===== src/rtl/risc_pkg.sv =====
// Shared types and width defaults for the RISC control path.
package risc_pkg;

  localparam int unsigned DATA_W_DEF = 8;
  localparam int unsigned ADDR_W_DEF = 5;
  localparam int unsigned OPC_W      = 3;
  localparam int unsigned PH_W       = 3;

  typedef enum logic [OPC_W-1:0] {
    OP_HLT = 3'd0,
    OP_SKZ = 3'd1,
    OP_ADD = 3'd2,
    OP_AND = 3'd3,
    OP_XOR = 3'd4,
    OP_LDA = 3'd5,
    OP_STO = 3'd6,
    OP_JMP = 3'd7
  } opcode_e;

  typedef enum logic [PH_W-1:0] {
    PH_INST_ADDR  = 3'd0,
    PH_INST_FETCH = 3'd1,
    PH_INST_LOAD  = 3'd2,
    PH_IDLE       = 3'd3,
    PH_OP_ADDR    = 3'd4,
    PH_OP_FETCH   = 3'd5,
    PH_ALU_OP     = 3'd6,
    PH_STORE      = 3'd7
  } phase_e;

  // Opcodes that read memory and write the accumulator.
  function automatic logic is_aluop(input logic [OPC_W-1:0] op);
    return (op == OP_ADD) || (op == OP_AND) || (op == OP_XOR) || (op == OP_LDA);
  endfunction

endpackage


===== src/rtl/risc_ctrl_path_if.sv =====
// Bundle of datapath operands, results and control strobes for risc_ctrl_path.
interface risc_ctrl_path_if
  import risc_pkg::*;
#(
  parameter int unsigned DATA_W = DATA_W_DEF,
  parameter int unsigned ADDR_W = ADDR_W_DEF
);
  logic [OPC_W-1:0]  opcode;
  logic [DATA_W-1:0] accum;
  logic [DATA_W-1:0] data_in;
  logic [ADDR_W-1:0] pc_addr;
  logic [ADDR_W-1:0] op_addr;
  logic [ADDR_W-1:0] addr_out;
  logic [DATA_W-1:0] alu_out;
  logic              is_zero;
  logic              sel;
  logic              rd;
  logic              ld_ir;
  logic              halt;
  logic              inc_pc;
  logic              ld_ac;
  logic              ld_pc;
  logic              wr;
  logic              data_e;

  modport master (
    output opcode, accum, data_in, pc_addr, op_addr,
    input  addr_out, alu_out, is_zero,
    input  sel, rd, ld_ir, halt, inc_pc, ld_ac, ld_pc, wr, data_e
  );

  modport slave (
    input  opcode, accum, data_in, pc_addr, op_addr,
    output addr_out, alu_out, is_zero,
    output sel, rd, ld_ir, halt, inc_pc, ld_ac, ld_pc, wr, data_e
  );
endinterface


===== src/rtl/risc_phase_seq.sv =====
// 8-phase instruction sequencer with decoded control strobes.
// Optional macro HALT_LATCH_EN: HLT freezes the sequencer in OP_ADDR until reset.
module risc_phase_seq
  import risc_pkg::*;
(
  input  logic             clk,
  input  logic             rst,
  input  logic [OPC_W-1:0] i_opcode,
  input  logic             i_is_zero,
  output logic             o_sel_c,
  output logic             o_rd_c,
  output logic             o_ld_ir_c,
  output logic             o_halt_c,
  output logic             o_inc_pc_c,
  output logic             o_ld_ac_c,
  output logic             o_ld_pc_c,
  output logic             o_wr_c,
  output logic             o_data_e_c
);

  localparam logic [PH_W-1:0] S_INST_ADDR  = PH_INST_ADDR;
  localparam logic [PH_W-1:0] S_INST_FETCH = PH_INST_FETCH;
  localparam logic [PH_W-1:0] S_INST_LOAD  = PH_INST_LOAD;
  localparam logic [PH_W-1:0] S_IDLE       = PH_IDLE;
  localparam logic [PH_W-1:0] S_OP_ADDR    = PH_OP_ADDR;
  localparam logic [PH_W-1:0] S_OP_FETCH   = PH_OP_FETCH;
  localparam logic [PH_W-1:0] S_ALU_OP     = PH_ALU_OP;
  localparam logic [PH_W-1:0] S_STORE      = PH_STORE;

  logic [PH_W-1:0] r_state;
  logic [PH_W-1:0] w_state_nxt;
  logic            w_aluop;
  logic            w_hlt;
  logic            w_skip;
  logic            w_jmp;
  logic            w_sto;

  assign w_aluop = is_aluop(i_opcode);
  assign w_hlt   = (i_opcode == OP_HLT);
  assign w_skip  = (i_opcode == OP_SKZ) && i_is_zero;
  assign w_jmp   = (i_opcode == OP_JMP);
  assign w_sto   = (i_opcode == OP_STO);

`ifdef HALT_LATCH_EN
  logic r_halted;
  logic w_halted_nxt;

  // State register plus sticky halt flag; reset overrides both.
  always_ff @(posedge clk) begin
    if (rst) begin
      r_state  <= S_INST_ADDR;
      r_halted <= 1'b0;
    end else begin
      r_state  <= w_state_nxt;
      r_halted <= w_halted_nxt;
    end
  end
`else
  // State register.
  always_ff @(posedge clk) begin
    if (rst) r_state <= S_INST_ADDR;
    else     r_state <= w_state_nxt;
  end
`endif

  // Next phase and strobe decode from the current phase and opcode.
  always_comb begin
    w_state_nxt = r_state + 3'd1;
    o_sel_c     = 1'b0;
    o_rd_c      = 1'b0;
    o_ld_ir_c   = 1'b0;
    o_halt_c    = 1'b0;
    o_inc_pc_c  = 1'b0;
    o_ld_ac_c   = 1'b0;
    o_ld_pc_c   = 1'b0;
    o_wr_c      = 1'b0;
    o_data_e_c  = 1'b0;
`ifdef HALT_LATCH_EN
    w_halted_nxt = r_halted;
`endif
    case (r_state)
      S_INST_ADDR: o_sel_c = 1'b1;
      S_INST_FETCH: begin
        o_sel_c = 1'b1;
        o_rd_c  = 1'b1;
      end
      S_INST_LOAD, S_IDLE: begin
        o_sel_c   = 1'b1;
        o_rd_c    = 1'b1;
        o_ld_ir_c = 1'b1;
      end
      S_OP_ADDR: begin
`ifdef HALT_LATCH_EN
        if (r_halted || w_hlt) begin
          o_halt_c     = 1'b1;
          w_halted_nxt = 1'b1;
          w_state_nxt  = S_OP_ADDR;
        end else begin
          o_inc_pc_c = 1'b1;
        end
`else
        o_halt_c   = w_hlt;
        o_inc_pc_c = 1'b1;
`endif
      end
      S_OP_FETCH: o_rd_c = w_aluop;
      S_ALU_OP: begin
        o_rd_c     = w_aluop;
        o_inc_pc_c = w_skip;
        o_ld_pc_c  = w_jmp;
        o_data_e_c = w_sto;
      end
      S_STORE: begin
        o_rd_c     = w_aluop;
        o_ld_ac_c  = w_aluop;
        o_inc_pc_c = w_skip || w_jmp;
        o_ld_pc_c  = w_jmp;
        o_wr_c     = w_sto;
        o_data_e_c = w_sto;
      end
      default: w_state_nxt = S_INST_ADDR;
    endcase
  end

endmodule


===== src/rtl/risc_ctrl_path.sv =====
// RISC control path: address mux, ALU and zero detect around the phase sequencer.
// Optional macro HALT_LATCH_EN (see risc_phase_seq) makes HLT a sticky halt.
module risc_ctrl_path
  import risc_pkg::*;
#(
  parameter int unsigned DATA_W = DATA_W_DEF,
  parameter int unsigned ADDR_W = ADDR_W_DEF
)(
  input  logic            clk,
  input  logic            rst,
  risc_ctrl_path_if.slave bus
);

  logic [DATA_W-1:0] w_alu;
  logic [ADDR_W-1:0] w_addr;
  logic              w_zero;
  logic              w_sel;

  // Accumulator-side ALU; non-ALU opcodes pass the accumulator through.
  always_comb begin
    w_alu = bus.accum;
    case (bus.opcode)
      OP_ADD:  w_alu = DATA_W'(bus.accum + bus.data_in);
      OP_AND:  w_alu = bus.accum & bus.data_in;
      OP_XOR:  w_alu = bus.accum ^ bus.data_in;
      OP_LDA:  w_alu = bus.data_in;
      default: w_alu = bus.accum;
    endcase
  end

  assign w_zero = (bus.accum == '0);
  assign w_addr = w_sel ? bus.pc_addr : bus.op_addr;

  assign bus.alu_out  = w_alu;
  assign bus.is_zero  = w_zero;
  assign bus.addr_out = w_addr;
  assign bus.sel      = w_sel;

  risc_phase_seq u_seq (
    .clk        (clk),
    .rst        (rst),
    .i_opcode   (bus.opcode),
    .i_is_zero  (w_zero),
    .o_sel_c    (w_sel),
    .o_rd_c     (bus.rd),
    .o_ld_ir_c  (bus.ld_ir),
    .o_halt_c   (bus.halt),
    .o_inc_pc_c (bus.inc_pc),
    .o_ld_ac_c  (bus.ld_ac),
    .o_ld_pc_c  (bus.ld_pc),
    .o_wr_c     (bus.wr),
    .o_data_e_c (bus.data_e)
  );

endmodule


===== src/flat_wrapper.sv =====
// flat-port wrapper written by rule: the top's interface ports become plain ports
module risc_ctrl_path_flat import risc_pkg::*;
#(
  parameter int unsigned DATA_W = DATA_W_DEF,
  parameter int unsigned ADDR_W = ADDR_W_DEF
)
  (clk, rst, bus_opcode, bus_accum, bus_data_in, bus_pc_addr, bus_op_addr, bus_addr_out, bus_alu_out, bus_is_zero, bus_sel, bus_rd, bus_ld_ir, bus_halt, bus_inc_pc, bus_ld_ac, bus_ld_pc, bus_wr, bus_data_e);
  risc_ctrl_path_if #(.DATA_W(DATA_W), .ADDR_W(ADDR_W)) bus_i ();
  input  logic clk;
  input  logic rst;
  input wire logic [$bits(bus_i.opcode)-1:0] bus_opcode;
  input wire logic [$bits(bus_i.accum)-1:0] bus_accum;
  input wire logic [$bits(bus_i.data_in)-1:0] bus_data_in;
  input wire logic [$bits(bus_i.pc_addr)-1:0] bus_pc_addr;
  input wire logic [$bits(bus_i.op_addr)-1:0] bus_op_addr;
  output wire logic [$bits(bus_i.addr_out)-1:0] bus_addr_out;
  output wire logic [$bits(bus_i.alu_out)-1:0] bus_alu_out;
  output wire logic [$bits(bus_i.is_zero)-1:0] bus_is_zero;
  output wire logic [$bits(bus_i.sel)-1:0] bus_sel;
  output wire logic [$bits(bus_i.rd)-1:0] bus_rd;
  output wire logic [$bits(bus_i.ld_ir)-1:0] bus_ld_ir;
  output wire logic [$bits(bus_i.halt)-1:0] bus_halt;
  output wire logic [$bits(bus_i.inc_pc)-1:0] bus_inc_pc;
  output wire logic [$bits(bus_i.ld_ac)-1:0] bus_ld_ac;
  output wire logic [$bits(bus_i.ld_pc)-1:0] bus_ld_pc;
  output wire logic [$bits(bus_i.wr)-1:0] bus_wr;
  output wire logic [$bits(bus_i.data_e)-1:0] bus_data_e;
  assign bus_i.opcode = bus_opcode;
  assign bus_i.accum = bus_accum;
  assign bus_i.data_in = bus_data_in;
  assign bus_i.pc_addr = bus_pc_addr;
  assign bus_i.op_addr = bus_op_addr;
  assign bus_addr_out = bus_i.addr_out;
  assign bus_alu_out = bus_i.alu_out;
  assign bus_is_zero = bus_i.is_zero;
  assign bus_sel = bus_i.sel;
  assign bus_rd = bus_i.rd;
  assign bus_ld_ir = bus_i.ld_ir;
  assign bus_halt = bus_i.halt;
  assign bus_inc_pc = bus_i.inc_pc;
  assign bus_ld_ac = bus_i.ld_ac;
  assign bus_ld_pc = bus_i.ld_pc;
  assign bus_wr = bus_i.wr;
  assign bus_data_e = bus_i.data_e;
  risc_ctrl_path #(.DATA_W(DATA_W), .ADDR_W(ADDR_W)) u_core (.clk(clk), .rst(rst), .bus(bus_i));
endmodule

===== config.mk =====
export PLATFORM = sky130hd
export DESIGN_NAME = risc_ctrl_path_flat
export DESIGN_NICKNAME = d
export VERILOG_FILES = /design/src/rtl/risc_pkg.sv /design/src/rtl/risc_ctrl_path_if.sv /design/src/rtl/risc_phase_seq.sv /design/src/rtl/risc_ctrl_path.sv /design/src/flat_wrapper.sv
export SDC_FILE = /design/constraint.sdc
export NUM_CORES = 1
export LEC_CHECK = 0
export CAP_MARGIN = 15
export CORE_ASPECT_RATIO = 1.25
export CORE_UTILIZATION = 42
export DETAILED_ROUTE_END_ITERATION = 7
export PLACE_DENSITY_LB_ADDON = 0.2
export SYNTH_ARGS = -nofsm -noshare
export SYNTH_HDL_FRONTEND = slang
export SYNTH_HIERARCHICAL = 1
export SYNTH_SLANG_ARGS = --single-unit

===== constraint.sdc =====
create_clock -name clk -period 4.3 [get_ports clk]
set_input_delay 0.645 -clock clk [delete_from_list [all_inputs] [get_ports clk]]
set_output_delay 0.645 -clock clk [all_outputs]
set_load 0.05 [all_outputs]

==> metrics.txt <==
run status=finished, final reports clean; CP peak stage delay=0.84 ns; Routed Antenna Nets=0; hold bufs inserted after CTS=0; TritonCTS clock tree=done; dominant cell type by area after synthesis=ha_1; Post-synth top cells=19 x nand2_1, 16 x nor2_1, 16 x o21ai_0; r2r endpoint=u_core/u_seq/r_state[1]; FF-to-FF path depth=3; DRC=0; reg2reg setup slack=3.29 ns; Starting Density=0.462; total track usage=0.232; Worst Setup Path Type=in -> out; Internal=173 uW; largest registers=u_core/u_seq/r_state (3); TritonCTS Sinks=3; Cell Pwr Density=209 nW/um2; WP buf/inv=2; Logic pwr share=0.757; largest net degree at the start of global routing=22; period utilisation layout=0.923; WHS Path Cells=1; vias in the first global route=1,237; initial antenna violation count=0; post-detail-place hpwl=2410 um; worst hold path class=reg -> reg; Antenna diodes=0; clock buffer depth=2; detailed-router iteration count before antenna repair=4; Reg area=60.1 um2; flops & latches, synth=3; total gr overflow=0; Most flops, register=u_core/u_seq/r_state; multi-input logic area=951 um2; Tmin final=3.97 ns; crit-path cells=clkdlybuf4s50_1 > ha_1 > o21ai_0 > nor2_1 > o311a_1 > o31ai_2 > clkdlybuf4s50_1; Post-synth EDFFs=0; beginning of the worst hold path=u_core/u_seq/r_state[0]; layout cells sized above 1=0.102; setup TNS=0 ns; P_leak=0.677 nW; insertion delay to the later sink of the worst-skew pair=0.24 ns; Vias=1,286; Min-Delay Endpoint=u_core/u_seq/r_state[0]; dpl cells=232; achievable frequency=252 MHz; sw frac=0.494; width of the die=46.8 um; # setup viols final=0; wirelength, routed=2900 um; clock root buffer=clkbuf_4; Slew HR=0.650; first-pass GRT wire length=4800 um; Reg clk slew, reported paths=0.04 ns; CP dominant cell by count=clkdlybuf4s50_1; Least-Margin Pin Slew=0.523 ns; I/O Buffers=53; post-CTS setup buffer count=0; Reg2Reg Launch Point=u_core/u_seq/r_state[0]; Post-Syn Instances=151; CTS buffer count=3; Worst path top cell family by delay=buffers and inverters; RSZ-0062 raised after global routing=no; critical path launch point=bus_accum[2]; Mapped Area=1050 um2; 1st-iter DRT viols=15; Area contributors post-synth=ha_1 18%, mux2i_1 7.6%, o21ai_0 7.6%, nand2_1 6.8%, a21oi_1 6.7%; post-synth cell types=36; vertical die dimension=58.0 um; vias per cell=5.45; Req. time, crit path=3.65 ns; sequential share of power=0.095; num ports=54; crit-path max FO=6; most common cell in the synthesized netlist=nand2_1; syn avg cell area=6.98 um2; nets=253; Clk network pwr share=0.148; Worst setup SP type=primary input; Max IR drop VDD=0.300 mV; Critical Path End Type=output pin; Yosys warning total=6; critical path arrival=3.32 ns; Layout Cells excl Fill=236; top_reg_cell synth=dfxtp_1; Largest register FFs=3; sw power=169 uW; Synth top area share=0.178; Synth Net Count=198; Placer Congestion=0.870; core box area=2280 um2; H-tree depth=1; CP max-delay cell=clkdlybuf4s50_1; wire length per cell=12.3 um; clk_skew=0.00221 ns; Layout area overhead=55.7%; Hold Vio Cnt, Final=0; Final Max Tran Viols=0; post-synthesis sequential area ratio=0.0570; MaxCap Viol Count=0; Fill cells=194; ys async rst share=0; standard-cell rows=19; full die area=2710 um2; CTS resizes=0
per-stage QoR:
stage           util  cell area (um2)  power [mW]  hold WS [ns]  setup slack (ns)
2_1_floorplan      -             1050       0.203         0.433             0.740
3_3_place_gp   0.707             1610       0.287         0.450             0.410
3_5_place_dp   0.707             1610       0.292         0.479             0.356
4_1_cts        0.719             1640       0.347         0.488             0.351
5_1_grt        0.719             1640       0.368         0.507             0.210
6_report       0.719             1640       0.343         0.497             0.333
worst reg2reg max path, delay by kind of cell, from the launching register on:
family | cells | cell delay, ns
simple gates | 1 | 0.13
flops | 1 | 0.37
buf+inv | 1 | 0.10
fa+ha+maj | 1 | 0.30
final cells by class:
class                   instances  share of cell area
well taps                      31              0.0236
repair buffers                 57               0.337
clock buffers                   4              0.0160
flip-flops and latches          3              0.0366
inverters                       3             0.00687
multi-input cells             138               0.580
metal layers:
layer	up-vias	GRT usage	routed length [um]
met2	47	0.415	1410
met5	-	0	0
li1	657	-	-
met4	0	0.0694	38
met3	4	0.0623	200
met1	578	0.257	1250
power by group through the flow:
stage	logic (mW)	registers (mW)	clock network (mW)
4_1_cts	0.261	0.0326	0.0536
5_1_grt	0.279	0.0328	0.0566
2_1_floorplan	0.170	0.0325	0
3_5_place_dp	0.259	0.0330	0
6_report	0.260	0.0326	0.0506
3_3_place_gp	0.254	0.0328	0
worst max-delay path by stage:
stage	end	slack, ns	cells after the start
6_report	bus_alu_out[3]	0.33	7
5_1_grt	bus_alu_out[3]	0.21	7
4_1_cts	bus_alu_out[3]	0.35	7
3_5_place_dp	bus_alu_out[3]	0.36	7
3_3_place_gp	bus_alu_out[4]	0.41	9
2_1_floorplan	bus_alu_out[6]	0.74	7
kinds of logic after synthesis:
logic type | Yosys count | synth area share
DFF | 3 | 0.0570
AOI/OAI and AO/OA | 47 | 0.272
and+or+nand+nor | 56 | 0.254
buffers and inverters | 10 | 0.0404
adders and majority gates | 16 | 0.197
muxes | 13 | 0.129
xor gates and xnor gates | 6 | 0.0499
cell usage in the layout, fill, tap and decap left out, types with 4 or more instances in the layout:
cell and n:
a21oi_1 14, buf_4 7, clkdlybuf4s50_1 50, ha_1 15, mux2_2 5, mux2i_1 8
nand2_1 19, nor2_1 16, nor2b_1 4, o21ai_0 16, xor2_1 4
Power figures use the tool's default switching activity.
